--- src/rtl/guess_engine_if.sv ---
// Front-end inputs and feedback/score outputs of the mastermind codebreaker controller.
// slave is the engine side; master is the switch/button front end and display logic.
interface guess_engine_if #(
  parameter int SYM_W    = 3,
  parameter int CODE_LEN = 4,
  parameter int PTS_W    = 2,
  parameter int RND_W    = 2
);
  localparam int CNT_W = $clog2(CODE_LEN + 1);

  logic                      start;
  logic                      breaker_b;
  logic [SYM_W-1:0]          SW;
  logic                      enterA;
  logic                      enterB;
  logic [CODE_LEN*SYM_W-1:0] secret;
  logic [PTS_W-1:0]          init_ptA;
  logic [PTS_W-1:0]          init_ptB;
  logic [RND_W-1:0]          round_in;

  logic [CODE_LEN*SYM_W-1:0] guess;
  logic [CNT_W-1:0]          exact_cnt;
  logic [CNT_W-1:0]          partial_cnt;
  logic                      fb_valid;
  logic [2:0]                lives_left;
  logic [PTS_W-1:0]          pointsOfA;
  logic [PTS_W-1:0]          pointsOfB;
  logic [RND_W-1:0]          round_out;
  logic                      busy;
  logic                      round_done;
  logic                      swap_req;
  logic                      swap_to_b;

  modport master (
    output start, breaker_b, SW, enterA, enterB, secret, init_ptA, init_ptB, round_in,
    input  guess, exact_cnt, partial_cnt, fb_valid, lives_left, pointsOfA, pointsOfB,
           round_out, busy, round_done, swap_req, swap_to_b
  );

  modport slave (
    input  start, breaker_b, SW, enterA, enterB, secret, init_ptA, init_ptB, round_in,
    output guess, exact_cnt, partial_cnt, fb_valid, lives_left, pointsOfA, pointsOfB,
           round_out, busy, round_done, swap_req, swap_to_b
  );
endinterface

--- src/rtl/guess_engine.sv ---
// Mastermind codebreaker round controller: collects a guess, scores it, tracks lives and points.
// Last accepted enter -> SCORE next cycle; counts valid from the following cycle; display states last HOLD cycles.
module guess_engine #(
  parameter int SYM_W    = 3,
  parameter int CODE_LEN = 4,
  parameter int LIVES    = 3,
  parameter int HOLD     = 4,
  parameter int PTS_W    = 2,
  parameter int RND_W    = 2
) (
  input  logic          clk,
  input  logic          reset,
  guess_engine_if.slave bus
);
  localparam int CNT_W = $clog2(CODE_LEN + 1);
  localparam int TMR_W = (HOLD > 1) ? $clog2(HOLD) : 1;
  localparam int NSYM  = 1 << SYM_W;

  typedef enum logic [2:0] {IDLE, SHOW_LIVES, ENTRY, SCORE, FEEDBACK, WIN, LOSE} state_t;

  state_t              state, state_nxt;
  logic [TMR_W-1:0]    timer;
  logic [CNT_W-1:0]    sym_cnt;
  logic                breaker;
  logic                hold_done;
  logic                accept;
  logic [CODE_LEN-1:0] pos_match;
  logic [CNT_W-1:0]    exact_nxt, partial_nxt;
  logic [CNT_W-1:0]    sec_n, gue_n;

  function automatic logic [PTS_W-1:0] sat_inc(input logic [PTS_W-1:0] p);
    return (&p) ? p : p + 1'b1;
  endfunction

  assign hold_done = (timer == TMR_W'(HOLD - 1));
  assign accept    = (breaker ? bus.enterB : bus.enterA) && (bus.SW != '0);

  // Timer restarts whenever the state changes, so every hold state lasts exactly HOLD cycles.
  always_ff @(posedge clk or negedge reset) begin
    if (!reset) begin
      state <= IDLE;
      timer <= '0;
    end else begin
      state <= state_nxt;
      timer <= (state_nxt != state) ? '0 : timer + 1'b1;
    end
  end

  always_comb begin
    state_nxt = state;
    case (state)
      IDLE:       if (bus.start) state_nxt = SHOW_LIVES;
      SHOW_LIVES: if (hold_done) state_nxt = ENTRY;
      ENTRY:      if (accept && sym_cnt == CNT_W'(CODE_LEN - 1)) state_nxt = SCORE;
      SCORE:      state_nxt = (exact_nxt == CNT_W'(CODE_LEN)) ? WIN : FEEDBACK;
      FEEDBACK:   if (hold_done) state_nxt = (bus.lives_left == '0) ? LOSE : SHOW_LIVES;
      WIN, LOSE:  if (hold_done) state_nxt = IDLE;
      default:    state_nxt = IDLE;
    endcase
  end

  // Symbol value 0 is excluded from the partial count, so blank secret positions never score.
  always_comb begin
    pos_match   = '0;
    exact_nxt   = '0;
    partial_nxt = '0;
    sec_n       = '0;
    gue_n       = '0;
    for (int i = 0; i < CODE_LEN; i++) begin
      if (bus.guess[i*SYM_W +: SYM_W] == bus.secret[i*SYM_W +: SYM_W]) begin
        pos_match[i] = 1'b1;
        exact_nxt    = exact_nxt + CNT_W'(1);
      end
    end
    for (int v = 1; v < NSYM; v++) begin
      sec_n = '0;
      gue_n = '0;
      for (int i = 0; i < CODE_LEN; i++) begin
        if (!pos_match[i]) begin
          if (bus.secret[i*SYM_W +: SYM_W] == SYM_W'(v)) sec_n = sec_n + CNT_W'(1);
          if (bus.guess[i*SYM_W +: SYM_W]  == SYM_W'(v)) gue_n = gue_n + CNT_W'(1);
        end
      end
      partial_nxt = partial_nxt + ((sec_n < gue_n) ? sec_n : gue_n);
    end
  end

  always_ff @(posedge clk or negedge reset) begin
    if (!reset) begin
      bus.guess       <= '0;
      bus.exact_cnt   <= '0;
      bus.partial_cnt <= '0;
      bus.lives_left  <= '0;
      bus.pointsOfA   <= '0;
      bus.pointsOfB   <= '0;
      bus.round_out   <= '0;
      sym_cnt         <= '0;
      breaker         <= 1'b0;
    end else begin
      case (state)
        IDLE: begin
          bus.lives_left  <= 3'(LIVES);
          bus.pointsOfA   <= bus.init_ptA;
          bus.pointsOfB   <= bus.init_ptB;
          bus.round_out   <= bus.round_in;
          bus.guess       <= '0;
          bus.exact_cnt   <= '0;
          bus.partial_cnt <= '0;
          sym_cnt         <= '0;
          if (bus.start) breaker <= bus.breaker_b;
        end
        SHOW_LIVES: begin
          if (hold_done) begin
            bus.guess <= '0;
            sym_cnt   <= '0;
          end
        end
        ENTRY: begin
          if (accept) begin
            bus.guess <= {bus.guess[(CODE_LEN-1)*SYM_W-1:0], bus.SW};
            sym_cnt   <= sym_cnt + CNT_W'(1);
          end
        end
        SCORE: begin
          bus.exact_cnt   <= exact_nxt;
          bus.partial_cnt <= partial_nxt;
          if (exact_nxt != CNT_W'(CODE_LEN) && bus.lives_left != '0)
            bus.lives_left <= bus.lives_left - 3'd1;
        end
        WIN: begin
          if (timer == '0) begin
            if (breaker) bus.pointsOfB <= sat_inc(bus.pointsOfB);
            else         bus.pointsOfA <= sat_inc(bus.pointsOfA);
            bus.round_out <= bus.round_out + 1'b1;
          end
        end
        LOSE: begin
          if (timer == '0) begin
            if (breaker) bus.pointsOfA <= sat_inc(bus.pointsOfA);
            else         bus.pointsOfB <= sat_inc(bus.pointsOfB);
            bus.round_out <= bus.round_out + 1'b1;
          end
        end
        default: ;
      endcase
    end
  end

  assign bus.busy       = (state != IDLE);
  assign bus.fb_valid   = (state == FEEDBACK) || (state == WIN);
  assign bus.swap_req   = (state == WIN) || (state == LOSE);
  assign bus.swap_to_b  = bus.swap_req && breaker;
  assign bus.round_done = bus.swap_req && hold_done;
endmodule

--- src/flat_wrapper.sv ---
// flat-port wrapper written by rule: the top's interface ports become plain ports
module guess_engine_flat 
#(
  parameter int SYM_W    = 3,
  parameter int CODE_LEN = 4,
  parameter int LIVES    = 3,
  parameter int HOLD     = 4,
  parameter int PTS_W    = 2,
  parameter int RND_W    = 2
)
  (clk, reset, bus_start, bus_breaker_b, bus_SW, bus_enterA, bus_enterB, bus_secret, bus_init_ptA, bus_init_ptB, bus_round_in, bus_guess, bus_exact_cnt, bus_partial_cnt, bus_fb_valid, bus_lives_left, bus_pointsOfA, bus_pointsOfB, bus_round_out, bus_busy, bus_round_done, bus_swap_req, bus_swap_to_b);
  guess_engine_if #(.SYM_W(SYM_W), .CODE_LEN(CODE_LEN), .PTS_W(PTS_W), .RND_W(RND_W)) bus_i ();
  input  logic clk;
  input  logic reset;
  input wire logic [$bits(bus_i.start)-1:0] bus_start;
  input wire logic [$bits(bus_i.breaker_b)-1:0] bus_breaker_b;
  input wire logic [$bits(bus_i.SW)-1:0] bus_SW;
  input wire logic [$bits(bus_i.enterA)-1:0] bus_enterA;
  input wire logic [$bits(bus_i.enterB)-1:0] bus_enterB;
  input wire logic [$bits(bus_i.secret)-1:0] bus_secret;
  input wire logic [$bits(bus_i.init_ptA)-1:0] bus_init_ptA;
  input wire logic [$bits(bus_i.init_ptB)-1:0] bus_init_ptB;
  input wire logic [$bits(bus_i.round_in)-1:0] bus_round_in;
  output wire logic [$bits(bus_i.guess)-1:0] bus_guess;
  output wire logic [$bits(bus_i.exact_cnt)-1:0] bus_exact_cnt;
  output wire logic [$bits(bus_i.partial_cnt)-1:0] bus_partial_cnt;
  output wire logic [$bits(bus_i.fb_valid)-1:0] bus_fb_valid;
  output wire logic [$bits(bus_i.lives_left)-1:0] bus_lives_left;
  output wire logic [$bits(bus_i.pointsOfA)-1:0] bus_pointsOfA;
  output wire logic [$bits(bus_i.pointsOfB)-1:0] bus_pointsOfB;
  output wire logic [$bits(bus_i.round_out)-1:0] bus_round_out;
  output wire logic [$bits(bus_i.busy)-1:0] bus_busy;
  output wire logic [$bits(bus_i.round_done)-1:0] bus_round_done;
  output wire logic [$bits(bus_i.swap_req)-1:0] bus_swap_req;
  output wire logic [$bits(bus_i.swap_to_b)-1:0] bus_swap_to_b;
  assign bus_i.start = bus_start;
  assign bus_i.breaker_b = bus_breaker_b;
  assign bus_i.SW = bus_SW;
  assign bus_i.enterA = bus_enterA;
  assign bus_i.enterB = bus_enterB;
  assign bus_i.secret = bus_secret;
  assign bus_i.init_ptA = bus_init_ptA;
  assign bus_i.init_ptB = bus_init_ptB;
  assign bus_i.round_in = bus_round_in;
  assign bus_guess = bus_i.guess;
  assign bus_exact_cnt = bus_i.exact_cnt;
  assign bus_partial_cnt = bus_i.partial_cnt;
  assign bus_fb_valid = bus_i.fb_valid;
  assign bus_lives_left = bus_i.lives_left;
  assign bus_pointsOfA = bus_i.pointsOfA;
  assign bus_pointsOfB = bus_i.pointsOfB;
  assign bus_round_out = bus_i.round_out;
  assign bus_busy = bus_i.busy;
  assign bus_round_done = bus_i.round_done;
  assign bus_swap_req = bus_i.swap_req;
  assign bus_swap_to_b = bus_i.swap_to_b;
  guess_engine #(.SYM_W(SYM_W), .CODE_LEN(CODE_LEN), .LIVES(LIVES), .HOLD(HOLD), .PTS_W(PTS_W), .RND_W(RND_W)) u_core (.clk(clk), .reset(reset), .bus(bus_i));
endmodule
--- config.mk ---
export PLATFORM = sky130hd
export DESIGN_NAME = guess_engine_flat
export DESIGN_NICKNAME = d
export VERILOG_FILES = /design/src/rtl/guess_engine_if.sv /design/src/rtl/guess_engine.sv /design/src/flat_wrapper.sv
export SDC_FILE = /design/constraint.sdc
export NUM_CORES = 1
export LEC_CHECK = 0
export ABC_CLOCK_PERIOD_IN_PS = 10400
export CORE_UTILIZATION = 60
export CTS_CLUSTER_SIZE = 20
export DETAILED_ROUTE_END_ITERATION = 8
export GPL_ROUTABILITY_DRIVEN = 0
export GPL_TIMING_DRIVEN = 0
export PLACE_DENSITY = 0.85
export SKIP_CTS_REPAIR_TIMING = 1
export SKIP_LAST_GASP = 1
export SLEW_MARGIN = 20
export SYNTH_ARGS = -nofsm -noshare
export SYNTH_HDL_FRONTEND = slang
export SYNTH_SLANG_ARGS = --single-unit
--- constraint.sdc ---
create_clock -name clk -period 10.4 [get_ports clk]
set_input_delay 3.12 -clock clk [delete_from_list [all_inputs] [get_ports clk]]
set_output_delay 3.12 -clock clk [all_outputs]
set_load 0.01 [all_outputs]
==> summary.md <==
| Metric | Value |
|---|---|
| Reg2Reg Depth | `30` |
| Routed length per instance | `17.8 µm` |
| Met3 global-route usage | `0.0492` |
| Maximum ir drop on the vdd rail | `approximately 0.00015 V` |
| Port Buffer Count | `54` |
| Ys async rst share | `1.00` |
| Worst slew pin tran | `772 ps` |
| Overall routing resource usage | `0.328` |
| Slew HR | `0.481` |
| Setup TNS | `0 ps` |
| Leak | `between 3 and 4 nW` |
| Worst clock skew | `12.3 ps` |
| Routed WL | `16.1 mm` |
| Clock-pin slew on the worst setup and hold paths | `80 ps` |
| I/O Pins | `59` |
| Die height | `101 µm` |
| Synthesized cell area | `about 0.0059 mm²` |
| Final hold vios | `0` |
| Period utilization | `0.986` |
| Hold Path Cell Cnt | `1` |
| Ys flop type | `dfrtp_1` |
| Final Power | `a little under 0.7 mW` |
| CTS tree | `done` |
| Worst Path Class, Setup | `in -> reg` |
| Fmax | `0.0976 GHz` |
| Initial antenna violation count | `0` |
| Clock Root Buffer | `clkbuf_8` |
| Worst-path fanout max | `10` |
| Post-Syn Nets | `813` |
| Area share of the largest cell type after synthesis | `0.155` |
| Worst Hold Class | `reg -> reg` |
| Top post-synthesis cells by area | `ha_1 (16%), dfrtp_1 (15%), xnor2_1 (7.0%), xor2_1 (4.9%), mux2_2 (4.8%)` |
| Endpoints failing setup | `0` |
| Design area | `approximately 0.007 mm²` |
| # DRC | `0` |
| Dpl ws | `-820 ps` |
| Slowest-stage cell, CP | `fa_1` |
| Hold endpoint | `u_core.timer[0]` |
| Hold path start | `u_core.timer[0]` |
| Final worst slack | `between 150 and 200 ps` |
| Iteration-0 DRC Markers | `292` |
| Core Box Area | `between 0.009 and 0.01 mm²` |
| Syn Area/Cell | `8.32 µm²` |
| H-tree depth | `2` |
| Worst Setup End Kind | `register` |
| P per Cell Area | `102 mW/mm²` |
| Avg Vias per Cell | `6.34` |
| # diodes | `0` |
| Total gr overflow | `0` |
| EDFF count, synth | `0` |
| First-pass iteration count of the detailed router | `5` |
| Dominant cell type by area after synthesis | `ha_1` |
| Met1 Usage GRT | `0.423` |
| Initial Util | `0.628` |
| First-pass GRT wire length | `about 26 mm` |
| Most used routing layer | `met2` |
| Synthesized instance count | `between 700 and 800` |
| Finished Layout Cells | `903` |
| Row count | `35` |
| Met2 global-route usage | `0.555` |
| FF+latch count, synth | `36` |
| Max clock buf depth | `2` |
| Die area | `~0.01 mm²` |
| Crit-path max cell delay | `520 ps` |
| WP data arrival | `around 10,000 ps` |
| Largest net degree at the start of global routing | `32` |
| Clk Latency, worst-skew pair | `300 ps` |
| MaxCap Viol Count | `0` |
| Number of global-route vias before repair | `5,605` |
| # nets final | `879` |
| CP Data Required Time | `10,620 ps` |
| Number of routed nets with antenna violations | `0` |
| Post-DP Area | `around 0.0066 mm²` |
| Status | `finished, final reports clean` |
| Reg2reg end | `u_core.bus.partial_cnt[2]` |
| Hpwl dp | `12.7 mm` |
| Util after Layout | `0.727` |
| Worst setup SP type | `input pin` |
| Max-slew violations | `0` |
| Post-synth cell types | `68` |
| YS warnings | `0` |
| Hold Slack | `469 ps` |
| R2r startpoint | `u_core.bus.guess[4]` |
| Post-Place Cells | `891` |
| Area Growth Syn to Fin | `15.9%` |
| TritonCTS Sinks | `36` |
| Vias | `5,726` |
| Share of layout cells above drive strength 1 | `0.124` |
| R2r setup slk | `approximately 2900 ps` |
| Min cycle time layout | `between 10,000 and 15,000 ps` |
| Sequential fraction of the synthesis area | `0.153` |
| CTS Buf Count | `5` |
| Die width | `101 µm` |
## cell type report
| type | count | area (µm²) |
|---|---|---|
| buffer | 33 | 173 |
| clock buffer | 7 | 86.3 |
| clock inverter | 1 | 7.51 |
| fill | 726 | 2560 |
| inverter | 69 | 264 |
| multi-input combinational | 569 | 4630 |
| sequential | 36 | 901 |
| tap | 129 | 161 |
| timing repair buffer | 59 | 591 |
## sequential cells by signal, summed over array words and instances (netlist names), 2 cells and up
| register | cells |
|---|---|
| u_core.bus.lives_left | 3 |
| u_core.bus.partial_cnt | 3 |
| u_core.bus.pointsOfA | 2 |
| u_core.bus.pointsOfB | 2 |
| u_core.sym_cnt | 3 |
| u_core.state | 3 |
| u_core.bus.guess | 12 |
| u_core.bus.exact_cnt | 3 |
| u_core.bus.round_out | 2 |
| u_core.timer | 2 |
## worst max path at each step
| stage | start | to | slack, ps | cells after the start |
|---|---|---|---|---|
| finish | bus_secret[2] | u_core.bus.partial_cnt[2] | 150 | 31 |
| global route | bus_secret[2] | u_core.bus.partial_cnt[2] | -50 | 31 |
| CTS | bus_secret[4] | u_core.bus.partial_cnt[2] | -540 | 31 |
| detailed placement | bus_secret[4] | u_core.bus.partial_cnt[2] | -820 | 31 |
| global placement | bus_secret[3] | u_core.bus.partial_cnt[2] | -650 | 31 |
| floorplan | bus_secret[2] | u_core.bus.partial_cnt[2] | 960 | 30 |
## layout by cell type (no fill, tap or decap), types with 13 or more instances in the layout
cell type        count
nand3b_1            13
mux2i_1             19
clkdlybuf4s50_1     51
inv_1               67
mux2_2              25
xor2_1              33
nor2_1              41
a31oi_1             13
nor3b_1             15
ha_1                72
xnor2_1             43
a21oi_1             18
dfrtp_1             36
o31ai_1             14
o21ai_0             35
nand2_1             32
and2_1              15
buf_2               17
nand3_1             39
## cells by family after synthesis
family | share of synthesized area
AO/OA/AOI/OAI | 0.150
XOR/XNOR | 0.126
adder cells (fa/ha/maj) | 0.176
buffers and inverters | 0.0736
flip-flops | 0.153
multiplexers | 0.102
AND/OR/NAND/NOR | 0.220
## report_power, final
group / total [mW] / leakage, nW / internal (mW) / switching [mW]
logic: 0.384 / 2.54 / 0.163 / 0.221
clock network: 0.106 / 0.0445 / 0.0539 / 0.0526
registers: 0.202 / 0.472 / 0.172 / 0.0294
## cell usage after synthesis (4+ instances only)
master and n:
ha_1 73, inv_1 67, xnor2_1 47, nor2_1 41
nand3_1 39, dfrtp_1 36, o21ai_0 35, xor2_1 33
nand2_1 32, mux2_2 25, mux2i_1 19, a21oi_1 18
nor3b_1 18, buf_2 16, and2_1 15, o31ai_1 14
a31oi_1 13, nand3b_1 13, clkbuf_1 12, nor3_1 12
a22o_1 9, and3b_1 8, a311oi_1 7, nand2b_1 7
nor2b_1 7, nor4_1 7, fa_1 6, and3_1 5
mux2i_4 5, or3b_2 5, a21boi_1 4, o211ai_1 4
## per-layer routing
metal	part of all wire	vias to the layer above
met3	0.079	58
li1	-	2656
met2	0.48	264
met5	0	-
met1	0.41	2748
met4	0.035	0
## worst max-delay path: cells and delay by family
kind	cells	cell delay [ps]
AOI/OAI and AO/OA	5	900
buffers and inverters	7	990
muxes	2	510
adders and majority gates	9	3170
and+or+nand+nor	2	420
xor gates and xnor gates	6	1340
No activity file was read; power rests on OpenSTA's default activity.
